$ cat src/rtl/mdu_iterative.sv
// Iterative multiply/divide unit for the EX stage: MULT/MULTU/DIV/DIVU
// into HI/LO over DATA+2 edges, plus MTHI/MTLO writes while idle.
// Ports: clk, rst (async high); op_a/op_b forwarded rs/rt operands;
//        start + op (00 MULT, 01 MULTU, 10 DIV, 11 DIVU) launch request;
//        mthi/mtlo write op_a into HI/LO when idle;
//        hi/lo architectural registers; busy while computing;
//        done one-cycle pulse when HI/LO take a mult/div result.
module mdu_iterative #(
    parameter int DATA = 32
) (
    input  logic            clk,
    input  logic            rst,
    input  logic [DATA-1:0] op_a,
    input  logic [DATA-1:0] op_b,
    input  logic            start,
    input  logic [1:0]      op,
    input  logic            mthi,
    input  logic            mtlo,
    output logic [DATA-1:0] hi,
    output logic [DATA-1:0] lo,
    output logic            busy,
    output logic            done
);

    localparam int CW = $clog2(DATA);

    typedef enum logic [1:0] {IDLE, CALC, FIX} state_t;

    state_t              state_q, state_d;
    logic [CW-1:0]       cnt_q, cnt_d;
    logic [1:0]          op_q, op_d;
    logic                sign_a_q, sign_a_d;
    logic                sign_b_q, sign_b_d;
    logic [DATA-1:0]     a_q, a_d;
    logic [DATA-1:0]     b_q, b_d;
    logic [2*DATA-1:0]   acc_q, acc_d;
    logic [DATA-1:0]     hi_q, hi_d;
    logic [DATA-1:0]     lo_q, lo_d;
    logic                done_q, done_d;

    logic                is_signed;
    logic [DATA-1:0]     a_abs, b_abs;
    logic [DATA:0]       mul_sum;
    logic [DATA:0]       rem_sh;
    logic [DATA:0]       rem_diff;
    logic [2*DATA-1:0]   prod_fix;
    logic [DATA-1:0]     quo_fix, rem_fix;

    assign is_signed = ~op[0];
    assign a_abs = (is_signed && op_a[DATA-1]) ? -op_a : op_a;
    assign b_abs = (is_signed && op_b[DATA-1]) ? -op_b : op_b;

    // Shift-add: acc holds {partial product, remaining multiplier bits}.
    assign mul_sum = {1'b0, acc_q[2*DATA-1:DATA]}
                   + {1'b0, (acc_q[0] ? a_q : {DATA{1'b0}})};

    // Restoring divide: acc holds {remainder, dividend/quotient bits}.
    assign rem_sh   = acc_q[2*DATA-1:DATA-1];
    assign rem_diff = rem_sh - {1'b0, b_q};

    // Sign fix-up; remainder follows the dividend (truncating division).
    assign prod_fix = (~op_q[0] && (sign_a_q ^ sign_b_q)) ? -acc_q : acc_q;
    assign rem_fix  = (~op_q[0] && sign_a_q) ? -acc_q[2*DATA-1:DATA]
                                             : acc_q[2*DATA-1:DATA];
    // Divide by zero reports an all-ones quotient regardless of signs.
    assign quo_fix  = (b_q == '0) ? {DATA{1'b1}} :
                      (~op_q[0] && (sign_a_q ^ sign_b_q)) ? -acc_q[DATA-1:0]
                                                          : acc_q[DATA-1:0];

    always_ff @(posedge clk or posedge rst) begin
        if (rst) begin
            state_q  <= IDLE;
            cnt_q    <= '0;
            op_q     <= '0;
            sign_a_q <= 1'b0;
            sign_b_q <= 1'b0;
            a_q      <= '0;
            b_q      <= '0;
            acc_q    <= '0;
            hi_q     <= '0;
            lo_q     <= '0;
            done_q   <= 1'b0;
        end else begin
            state_q  <= state_d;
            cnt_q    <= cnt_d;
            op_q     <= op_d;
            sign_a_q <= sign_a_d;
            sign_b_q <= sign_b_d;
            a_q      <= a_d;
            b_q      <= b_d;
            acc_q    <= acc_d;
            hi_q     <= hi_d;
            lo_q     <= lo_d;
            done_q   <= done_d;
        end
    end

    always_comb begin
        state_d = state_q;
        unique case (state_q)
            IDLE: if (start) state_d = CALC;
            CALC: if (cnt_q == CW'(DATA-1)) state_d = FIX;
            FIX:  state_d = IDLE;
            default: state_d = IDLE;
        endcase
    end

    always_comb begin
        cnt_d    = cnt_q;
        op_d     = op_q;
        sign_a_d = sign_a_q;
        sign_b_d = sign_b_q;
        a_d      = a_q;
        b_d      = b_q;
        acc_d    = acc_q;
        hi_d     = hi_q;
        lo_d     = lo_q;
        done_d   = 1'b0;
        unique case (state_q)
            IDLE: begin
                if (mthi) hi_d = op_a;
                if (mtlo) lo_d = op_a;
                if (start) begin
                    op_d     = op;
                    sign_a_d = is_signed & op_a[DATA-1];
                    sign_b_d = is_signed & op_b[DATA-1];
                    a_d      = a_abs;
                    b_d      = b_abs;
                    cnt_d    = '0;
                    acc_d    = op[1] ? {{DATA{1'b0}}, a_abs}
                                     : {{DATA{1'b0}}, b_abs};
                end
            end
            CALC: begin
                cnt_d = cnt_q + CW'(1);
                if (!op_q[1]) begin
                    acc_d = {mul_sum, acc_q[DATA-1:1]};
                end else if (!rem_diff[DATA]) begin
                    acc_d = {rem_diff[DATA-1:0], acc_q[DATA-2:0], 1'b1};
                end else begin
                    acc_d = {rem_sh[DATA-1:0], acc_q[DATA-2:0], 1'b0};
                end
            end
            FIX: begin
                done_d = 1'b1;
                if (!op_q[1]) begin
                    hi_d = prod_fix[2*DATA-1:DATA];
                    lo_d = prod_fix[DATA-1:0];
                end else begin
                    hi_d = rem_fix;
                    lo_d = quo_fix;
                end
            end
            default: ;
        endcase
    end

    always_comb begin
        busy = (state_q != IDLE);
        done = done_q;
        hi   = hi_q;
        lo   = lo_q;
    end

endmodule

$ cat config.mk
export PLATFORM = sky130hd
export DESIGN_NAME = mdu_iterative
export DESIGN_NICKNAME = d
export VERILOG_FILES = /design/src/rtl/mdu_iterative.sv
export SDC_FILE = /design/constraint.sdc
export NUM_CORES = 1
export LEC_CHECK = 0
export CAP_MARGIN = 5
export CORE_MARGIN = 1
export CORE_UTILIZATION = 25
export CTS_CLUSTER_SIZE = 40
export DETAILED_ROUTE_END_ITERATION = 10
export SYNTH_ARGS = -nofsm -noshare
export SYNTH_HDL_FRONTEND = slang
export SYNTH_SLANG_ARGS = --single-unit
$ cat constraint.sdc
create_clock -name clk -period 8.1 [get_ports clk]
set_input_delay 1.215 -clock clk [delete_from_list [all_inputs] [get_ports clk]]
set_output_delay 1.215 -clock clk [all_outputs]
set_load 0.03 [all_outputs]
==> impl_metrics.env, run 1 <==
export IMPL_setup_tns_ns=0
export IMPL_holdBufCountCts=0
export IMPL_startpoint_type="flop"
export IMPL_worstPathRequired_ns=8.52
export IMPL_cts_made_buffers=25
export IMPL_syn_area_um2=15320
export IMPL_synth_distinct_cells=75
export IMPL_cts_buffer_depth=3
export IMPL_critical_path_depth=14
export IMPL_cts_tree="done"
export IMPL_p_comb_frac=0.617
export IMPL_crit_slowest_cell="dfrtp_1"
export IMPL_postCtsResizedCells=0
export IMPL_hold_depth=2
export IMPL_grt_util_all_layers=0.1840
export IMPL_async_reset_ff_frac=1.000
export IMPL_fillers=6319
export IMPL_netlist_area_leader_share=0.3331
export IMPL_drc_errors=0
export IMPL_num_vias=14840
export IMPL_io_pin_count=137
export IMPL_h_tree_depth=1
export IMPL_clk_pin_slew_ns=0.06
export IMPL_synth_edf_count=0
export IMPL_clk_latency_ns=0.55
export IMPL_peakVddDrop_mv=0.1909
export IMPL_pwr_share_seq=0.251
export IMPL_synth_most_common_cell="o21ai_0"
export IMPL_drt_pass1_iterations=5
export IMPL_post_cts_buffers=0
export IMPL_wl_per_cell_um=21.42
export IMPL_dr_first_iter_drc_count=1317
export IMPL_syn2layout_area_growth_pct=18.90
export IMPL_synth_seq_cells=204
export IMPL_p_per_area_nw_per_um2=473.5
export IMPL_criticalPathCategory="reg -> reg"
export IMPL_core_area_um2=60470
export IMPL_syn_inst=1869
export IMPL_grt_overflow_total=0
export IMPL_p_leak_nw=7.527
export IMPL_final_nets=2079
export IMPL_rsz0062_at_grt="no"
export IMPL_power_mw=8.628
export IMPL_status="completed"
export IMPL_antenna_found_initial=1
export IMPL_grt_max_degree=141
export IMPL_finalWirelength_mm=58.59
export IMPL_netlist_top_cells_area="dfrtp_1 33%, o21ai_0 7.1%, ha_1 5.7%"
export IMPL_crit_top_cell="o41ai_1"
export IMPL_yosysTopAreaCell="dfrtp_1"
export IMPL_path_buf_inv=1
export IMPL_synth_area_per_cell_um2=8.199
export IMPL_cap_violations=0
export IMPL_diodes=0
export IMPL_worstPathArrival_ns=5.04
export IMPL_p_sw_mw=4.250
export IMPL_hold_class="reg -> reg"
export IMPL_dieArea_um2=62290
export IMPL_hpwl_mm=45.21
export IMPL_grt_pass1_vias=14490
export IMPL_grt_pass1_wl_mm=88.94
export IMPL_synth_common_cells="216 x o21ai_0, 204 x dfrtp_1, 195 x nand2_1"
export IMPL_max_freq_mhz=216.5
export IMPL_cpPeakStageDelay_ns=1.00
export IMPL_yosysWarnings=0
export IMPL_ys_flop_type="dfrtp_1"
export IMPL_gp_congestion=0.9163
export IMPL_port_buffers=136
export IMPL_endpoint_kind="flop"
export IMPL_start_util=0.2534
export IMPL_final_layout_size_suffix_gt1_frac=0.04862
export IMPL_power_frac_clock=0.132
export IMPL_crit_end="acc_q[63]$_DFFE_PP0P_"
export IMPL_clock_sinks=204
export IMPL_synthesis_nets=2012
export IMPL_cts_root_buf="clkbuf_16"
export IMPL_die_w_um=249.6
export IMPL_rr_worst_depth=14
export IMPL_drt_vias_per_instance=5.425
export IMPL_r2r_end="acc_q[63]$_DFFE_PP0P_"
export IMPL_crit_family="compound AO/OA/AOI/OAI gates"
export IMPL_pre_cts_ws_ns=3.442
export IMPL_r2r_start="acc_q[0]$_DFFE_PP0P_"
export IMPL_worstPathCellList="and2_1, ha_1, inv_1, fa_1, nor2b_1, o31a_1, o41ai_1, o21ai_0, a31oi_1, o22ai_1, o211ai_1, a21oi_1, a2111oi_0, o41ai_1"
export IMPL_crit_start="acc_q[0]$_DFFE_PP0P_"
export IMPL_rows=90
export IMPL_skew_ns=0.01223
export IMPL_timing_final_ws_setup_ns=3.481
export IMPL_setup_violations_final=0
export IMPL_timing_slew_headroom=0.2151
export IMPL_path_max_fanout=38
export IMPL_p_int_mw=4.378
export IMPL_die_height_um=249.6
export IMPL_worst_slew_pin_slew_ns=1.174
export IMPL_drv_slew=0
export IMPL_fin_crit_ns=4.619
export IMPL_ff2ff_setup_slack_ns=3.48
export IMPL_sw_frac_of_total=0.4926
export IMPL_finalCritPeriodShare=0.5702
export IMPL_timing_final_hold_violations=0
export IMPL_postRouteAntennaNets=0
export IMPL_seq_area_frac_synth=0.3331
[layout make-up]
| cell class | instances | area (um^2) | share of cell area |
|---|---|---|---|
| inverter | 66 | 255.2 | 0.01401 |
| clock buffer | 36 | 737.0 | 0.04045 |
| timing repair buffer | 157 | 1514 | 0.08309 |
| tap | 782 | 978.4 | 0.05370 |
| sequential | 204 | 5106 | 0.2802 |
| clock inverter | 9 | 82.58 | 0.004532 |
| multi-input combinational | 1482 | 9548 | 0.5240 |
[cell families after synthesis]
kind of cell,share of synthesized area
mux,0.03821
flops,0.3331
fa+ha+maj,0.05976
buf+inv,0.04605
xor+xnor,0.1000
simple gates,0.1743
compound gates,0.2485
[worst register-to-register path: stages (launching register included)]
cell	delay (ns)
dfrtp_1	1.00
and2_1	0.25
ha_1	0.17
inv_1	0.06
fa_1	0.39
nor2b_1	0.24
o31a_1	0.20
o41ai_1	0.12
o21ai_0	0.67
a31oi_1	0.28
o22ai_1	0.33
o211ai_1	0.16
a21oi_1	0.17
a2111oi_0	0.07
o41ai_1	0.39
[power by group through the flow]
stage	Clock [mW]	Combinational, mW	Sequential (mW)
5_1_grt	1.19	5.81	2.22
3_3_place_gp	0	5.20	2.16
3_5_place_dp	0	5.27	2.17
2_1_floorplan	0	3.60	2.16
4_1_cts	1.15	5.30	2.15
6_report	1.14	5.33	2.16
[per-layer routing]
layer	vias to the layer above	part of all wire	GRT usage
met3	128	0.048	0.01721
met2	527	0.49	0.3168
li1	6868	-	-
met1	7321	0.42	0.2317
met4	0	0.048	0.08554
met5	-	0	0
[flip-flops by register name, summed over array words and instances (netlist names)]
register	count
acc_q	64
a_q	32
b_q	32
hi	32
lo	32
cnt_q	5
op_q	2
state_q	2
done	1
sign_a_q	1
sign_b_q	1
[worst min path at each step]
stage / from / endpoint / slack [ns]
floorplan: a_q[25]$_DFFE_PP0P_ / a_q[25]$_DFFE_PP0P_ / 0.44
global placement: a_q[23]$_DFFE_PP0P_ / a_q[23]$_DFFE_PP0P_ / 0.46
detailed placement: a_q[22]$_DFFE_PP0P_ / a_q[22]$_DFFE_PP0P_ / 0.46
CTS: a_q[22]$_DFFE_PP0P_ / a_q[22]$_DFFE_PP0P_ / 0.48
global route: a_q[11]$_DFFE_PP0P_ / a_q[11]$_DFFE_PP0P_ / 0.50
finish: a_q[22]$_DFFE_PP0P_ / a_q[22]$_DFFE_PP0P_ / 0.47
[placed cells by master (no fill, tap or decap), types with 22 or more instances in the layout]
master,instances
clkdlybuf4s50_1,135
o21ai_0,216
nand3_1,22
mux2i_1,54
clkbuf_16,25
or3_1,22
a31oi_1,24
a22oi_1,23
nand2_1,194
inv_1,65
xor2_1,79
nor3_1,34
xnor2_1,96
a211oi_1,47
and2_1,36
a21o_1,28
a21oi_1,169
nor2_1,120
dfrtp_1,203
and3_1,26
ha_1,70
o22ai_1,23
[metrics by stage]
step	utilization	instance area (um^2)	hold WS (ns)	instances
after global placement	0.2878	17400	0.4592	2691
after CTS	0.3013	18220	0.4765	2736
after global routing	0.3013	18220	0.4959	2736
after detailed placement	0.2878	17400	0.4629	2691
final	0.3013	18220	0.4733	2736
after floorplan	-	15320	0.4418	1869
Note: power is estimated with default switching activity, not from simulation.
==> run 2, diff against run 1 <==
==> constraint.sdc (replaced) <==
create_clock -name clk -period 3.95 [get_ports clk]
set_input_delay 0.5925 -clock clk [delete_from_list [all_inputs] [get_ports clk]]
set_output_delay 0.5925 -clock clk [all_outputs]
set_load 0.03 [all_outputs]
==> impl_metrics.env, run 2 (synthesized netlist as in run 1, its figures left out) <==
export IMPL_final_layout_size_suffix_gt1_frac=0.09273
export IMPL_largest_register_ffs=64
export IMPL_worstPathRequired_ns=4.37
export IMPL_drc_errors=0
export IMPL_final_nets=2172
export IMPL_finalWirelength_mm=60.60
export IMPL_setup_violations_final=0
export IMPL_grt_max_degree=71
export IMPL_postRouteAntennaNets=0
export IMPL_cts_made_buffers=26
export IMPL_holdBufCountCts=0
export IMPL_finalCritPeriodShare=0.9232
export IMPL_timing_slew_headroom=0.2291
export IMPL_gp_congestion=0.9145
export IMPL_worst_slew_pin_slew_ns=1.153
export IMPL_clk_latency_ns=0.55
export IMPL_startpoint_type="flop"
export IMPL_timing_final_hold_violations=0
export IMPL_status="completed"
export IMPL_port_buffers=136
export IMPL_final_cell_mix="216 x o21ai_0, 203 x dfrtp_1, 194 x nand2_1"
export IMPL_layout_commonest_cell="o21ai_0"
export IMPL_grt_pass1_wl_mm=91.48
export IMPL_die_height_um=249.6
export IMPL_wl_per_cell_um=21.41
export IMPL_dieArea_um2=62290
export IMPL_grt_overflow_total=0
export IMPL_max_freq_mhz=274.2
export IMPL_io_pin_count=137
export IMPL_grt_util_all_layers=0.1897
export IMPL_dr_first_iter_drc_count=1084
export IMPL_crit_family="compound AO/OA/AOI/OAI gates"
export IMPL_crit_slowest_cell="a2111o_1"
export IMPL_crit_top_cell="buf_4"
export IMPL_core_area_um2=60470
export IMPL_grt_pass1_vias=14800
export IMPL_start_util=0.2534
export IMPL_peakVddDrop_mv=0.5061
export IMPL_hold_class="in -> async"
export IMPL_path_max_fanout=8
export IMPL_antenna_found_initial=0
export IMPL_placed_area_um2=18140
export IMPL_endpoint_kind="flop"
export IMPL_clk_pin_slew_ns=0.07
export IMPL_drt_pass1_iterations=6
export IMPL_holdWs_ns=0.4531
export IMPL_num_vias=15080
export IMPL_die_w_um=249.6
export IMPL_largest_register="acc_q"
export IMPL_syn2layout_area_growth_pct=24.21
export IMPL_rows=90
export IMPL_worstPathCellList="buf_4, and2_1, ha_1, a2111o_1, a311o_1, nand2_1, a2bb2oi_1, o31ai_2, a31oi_1, buf_4, o211ai_1, xor2_1, a221oi_1, o21ai_0"
export IMPL_cts_root_buf="clkbuf_16"
export IMPL_clock_sinks=204
export IMPL_drt_vias_per_instance=5.326
export IMPL_worstPathArrival_ns=4.06
export IMPL_path_buf_inv=2
export IMPL_drv_slew=0
export IMPL_h_tree_depth=1
export IMPL_p_per_area_nw_per_um2=970.5
export IMPL_cpPeakStageDelay_ns=0.44
export IMPL_p_leak_nw=8.032
export IMPL_cap_violations=0
export IMPL_hpwl_mm=48.37
export IMPL_fin_crit_ns=3.647
export IMPL_design_area_um2=19030
export IMPL_criticalPathCategory="reg -> reg"
export IMPL_skew_ns=0.01233
export IMPL_cts_tree="done"
export IMPL_rsz0062_at_grt="no"
export IMPL_power_mw=18.47
export IMPL_diodes=0
export IMPL_cts_buffer_depth=3
-- run 2: cell types whose count changed in the layout (fill, tap and decap cells not counted), sizes merged --
| cell | delta |
|---|---|
| clkbuf | -1 |
| buf | +92 |
| bufinv | +2 |
| inv | -2 |
| clkinv | +5 |
| clkinvlp | -1 |
-- run 2: final timing paths --
path / endpoint / start / depth (start not counted) / slack (ns)
max reg2reg: acc_q[60]$_DFFE_PP0P_ / acc_q[0]$_DFFE_PP0P_ / 14 / 0.30
min: hi[29]$_DFFE_PP0P_ / rst / 2 / 0.45
max: acc_q[60]$_DFFE_PP0P_ / acc_q[0]$_DFFE_PP0P_ / 14 / 0.30
min reg2reg: a_q[9]$_DFFE_PP0P_ / a_q[9]$_DFFE_PP0P_ / 2 / 0.48
min in group clk: a_q[9]$_DFFE_PP0P_ / a_q[9]$_DFFE_PP0P_ / 2 / 0.48
max in group asynchronous: state_q[1]$_DFFE_PP0P_ / rst / 4 / 2.41
-- run 2: per-layer routing --
metal / GRT usage / wire, um / vias up
li1: - / - / 7057
met3: 0.01825 / 2672 / 109
met5: 0 / 0 / -
met1: 0.2375 / 25320 / 7455
met4: 0.07372 / 2499 / 0
met2: 0.3342 / 30110 / 456
-- run 2: report_power, final --
group          switching, mW  internal, mW  leakage [nW]  total (mW)
registers               1.06          3.12          2.46        4.18
logic                   6.83          4.95          5.12        11.8
clock network           1.00          1.52         0.448        2.52
total                   8.89          9.59          8.03        18.5
-- run 2: repair_timing --
item,in CTS,in global routing
gates resized for setup,0,1
setup endpoints to repair,0,1
endpoints found under the hold margin,0,0
buffers inserted,0,0
-- run 2: through the flow --
stage | worst slack [ns] | std cells | util | TNS [ns]
CTS | 0.3144 | 2831 | 0.3147 | 0
detailed placement | -0.003281 | 2783 | 0.2999 | -0.003281
global placement | 0.01378 | 2783 | 0.2999 | 0
global route | 0.05222 | 2831 | 0.3148 | 0
floorplan | 0.4997 | 1869 | - | 0
finish | 0.3035 | 2831 | 0.3148 | 0
-- run 2: final cells by class --
class | instances | area (um^2)
clock buffer | 35 | 745.7
clock inverter | 13 | 147.6
fill | 6309 | 41440
inverter | 66 | 251.5
multi-input combinational | 1482 | 9550
sequential | 204 | 5106
tap | 782 | 978.4
timing repair buffer | 249 | 2255
==> run 3, diff against run 2 <==
--- a/config.mk
+++ b/config.mk
@@ -7,9 +7,11 @@
 export LEC_CHECK = 0
 export CAP_MARGIN = 5
 export CORE_MARGIN = 1
-export CORE_UTILIZATION = 25
+export CORE_UTILIZATION = 59
 export CTS_CLUSTER_SIZE = 40
 export DETAILED_ROUTE_END_ITERATION = 10
+export DONT_BUFFER_PORTS = 1
+export PLACE_DENSITY = 0.78
 export SYNTH_ARGS = -nofsm -noshare
 export SYNTH_HDL_FRONTEND = slang
 export SYNTH_SLANG_ARGS = --single-unit
==> impl_metrics.env, run 3 (synthesized netlist as in run 1, its figures left out) <==
export IMPL_grt_util_all_layers=0.3969
export IMPL_grt_max_degree=103
export IMPL_wl_per_cell_um=24.27
export IMPL_grt_pass1_vias=13970
export IMPL_start_util=0.6051
export IMPL_timing_slew_headroom=0.2623
export IMPL_grt_overflow_total=0
export IMPL_clock_sinks=204
export IMPL_finalWirelength_mm=53.09
export IMPL_status="completed"
export IMPL_port_buffers=0
export IMPL_core_area_um2=25330
export IMPL_cts_buffer_depth=3
export IMPL_setup_tns_ns=0
export IMPL_die_w_um=163.2
export IMPL_worstPathRequired_ns=4.37
export IMPL_worst_slew_pin_slew_ns=1.104
export IMPL_timing_final_hold_violations=0
export IMPL_rows=58
export IMPL_layout_commonest_cell="o21ai_0"
export IMPL_worstPathArrival_ns=4.21
export IMPL_peakVddDrop_mv=0.5815
export IMPL_cts_tree="done"
export IMPL_power_frac_clock=0.132
export IMPL_fin_crit_ns=3.785
export IMPL_holdWs_ns=0.03410
export IMPL_post_cts_buffers=0
export IMPL_hpwl_mm=40.05
export IMPL_criticalPathCategory="reg -> reg"
export IMPL_p_comb_frac=0.587
export IMPL_dr_first_iter_drc_count=1923
export IMPL_route_met2_wl_mm=23.52
export IMPL_pwr_share_seq=0.281
export IMPL_path_max_fanout=8
export IMPL_drt_vias_per_instance=6.724
export IMPL_fillers=2158
export IMPL_postRouteAntennaNets=0
export IMPL_final_cell_mix="216 x o21ai_0, 203 x dfrtp_1, 194 x nand2_1"
export IMPL_die_height_um=163.2
export IMPL_cts_made_buffers=25
export IMPL_sw_frac_of_total=0.5010
export IMPL_p_int_mw=8.627
export IMPL_wl_met1_mm=20.58
export IMPL_largest_register="acc_q"
export IMPL_p_sw_mw=8.663
export IMPL_hold_class="in -> async"
export IMPL_setup_violations_final=0
export IMPL_skew_ns=0.02971
export IMPL_cap_violations=0
export IMPL_drc_errors=0
export IMPL_io_pin_count=137
export IMPL_drv_slew=0
export IMPL_largest_register_ffs=64
export IMPL_final_nets=1978
export IMPL_p_leak_nw=7.158
export IMPL_routed_top_layer="met5"
export IMPL_endpoint_kind="flop"
export IMPL_max_freq_mhz=264.2
export IMPL_final_layout_size_suffix_gt1_frac=0.06850
export IMPL_num_vias=14710
export IMPL_p_per_area_nw_per_um2=1043
export IMPL_cts_root_buf="clkbuf_16"
export IMPL_drt_pass1_iterations=6
export IMPL_dieArea_um2=26620
export IMPL_wl_met3_mm=5.249
export IMPL_finalCritPeriodShare=0.9581
export IMPL_startpoint_type="flop"
export IMPL_gp_congestion=1.028
export IMPL_clk_pin_slew_ns=0.07
export IMPL_syn2layout_area_growth_pct=8.140
export IMPL_antenna_found_initial=3
export IMPL_h_tree_depth=1
export IMPL_clk_latency_ns=0.56
export IMPL_rsz0062_at_grt="no"
export IMPL_grt_pass1_wl_mm=80.55
==> run 3: cell count changes in the layout (fill, tap and decap cells not counted), moves of 2 or more <==
cell,change
clkbuf_16,-2
bufinv_16,-2
clkbuf_1,+3
clkinv_4,-2
clkdlybuf4s50_1,-135
diode_2,+4
buf_12,-2
buf_4,-55
==> run 3: worst paths after layout <==
path | start | slack (ns) | cells after the start | end
worst min register to register | a_q[18]$_DFFE_PP0P_ | 0.47 | 2 | a_q[18]$_DFFE_PP0P_
worst min-delay path | rst | 0.03 | 1 | hi[0]$_DFFE_PP0P_
max in group asynchronous | rst | 2.99 | 2 | lo[1]$_DFFE_PP0P_
worst max register to register | acc_q[8]$_DFFE_PP0P_ | 0.17 | 10 | hi[23]$_DFFE_PP0P_
worst max-delay path | acc_q[8]$_DFFE_PP0P_ | 0.17 | 10 | hi[23]$_DFFE_PP0P_
min in group clk | op[0] | 0.15 | 2 | op_q[0]$_DFFE_PP0P_
==> run 3: metrics by stage <==
| step | utilization | setup slack [ns] | std cells | instance area [um^2] | total power [mW] |
|---|---|---|---|---|---|
| final | 0.6543 | 0.1655 | 2188 | 16570 | 17.29 |
| after global routing | 0.6542 | 0.01116 | 2187 | 16570 | 18.35 |
| after CTS | 0.6537 | 0.2570 | 2184 | 16560 | 17.03 |
| after detailed placement | 0.6223 | 0.2773 | 2138 | 15760 | 14.71 |
| after global placement | 0.6223 | 0.3227 | 2138 | 15760 | 14.48 |
| after floorplan | - | 0.4997 | 1869 | 15330 | 11.83 |
==> run 3: worst max-delay path: stages (launching register included) <==
cell	delay [ns]
dfrtp_1	0.47
or4_4	0.61
nor4_4	0.21
or4b_1	0.66
nor3_4	0.37
nand2_1	0.21
nand2_1	0.29
nand2_1	0.16
o21ai_0	0.22
xor2_1	0.32
a21oi_1	0.12
==> run 3: power by group through the flow <==
stage	Sequential, mW	Combinational [mW]	Clock (mW)
floorplan	4.44	7.39	0
global placement	4.82	9.67	0
detailed placement	4.86	9.85	0
CTS	4.82	9.94	2.26
global route	4.96	11.1	2.34
finish	4.86	10.2	2.28
==> run 3: final cells by class <==
cell class	count	area, um^2	area share
Clock buffer	35	693.2	0.04183
Inverter	66	251.5	0.01518
Timing Repair Buffer	56	445.4	0.02688
Antenna cell	4	10.01	0.0006040
Sequential cell	204	5106	0.3081
Multi-Input combinational cell	1482	9552	0.5764
Clock inverter	11	101.3	0.006116
Tap cell	330	412.9	0.02492
==> run 3: layer usage <==
metal	GRT usage	vias up
li1	-	6671
met1	0.5042	7017
met2	0.6088	799
met3	0.09345	222
met4	0.2421	4
met5	0.01705	-
==> run 3: repair_timing <==
action,4_1_cts,5_1_grt
hold endpoints to repair,0,0
endpoints found under the setup margin,0,1
resized for setup,0,1
hold buffers,0,0
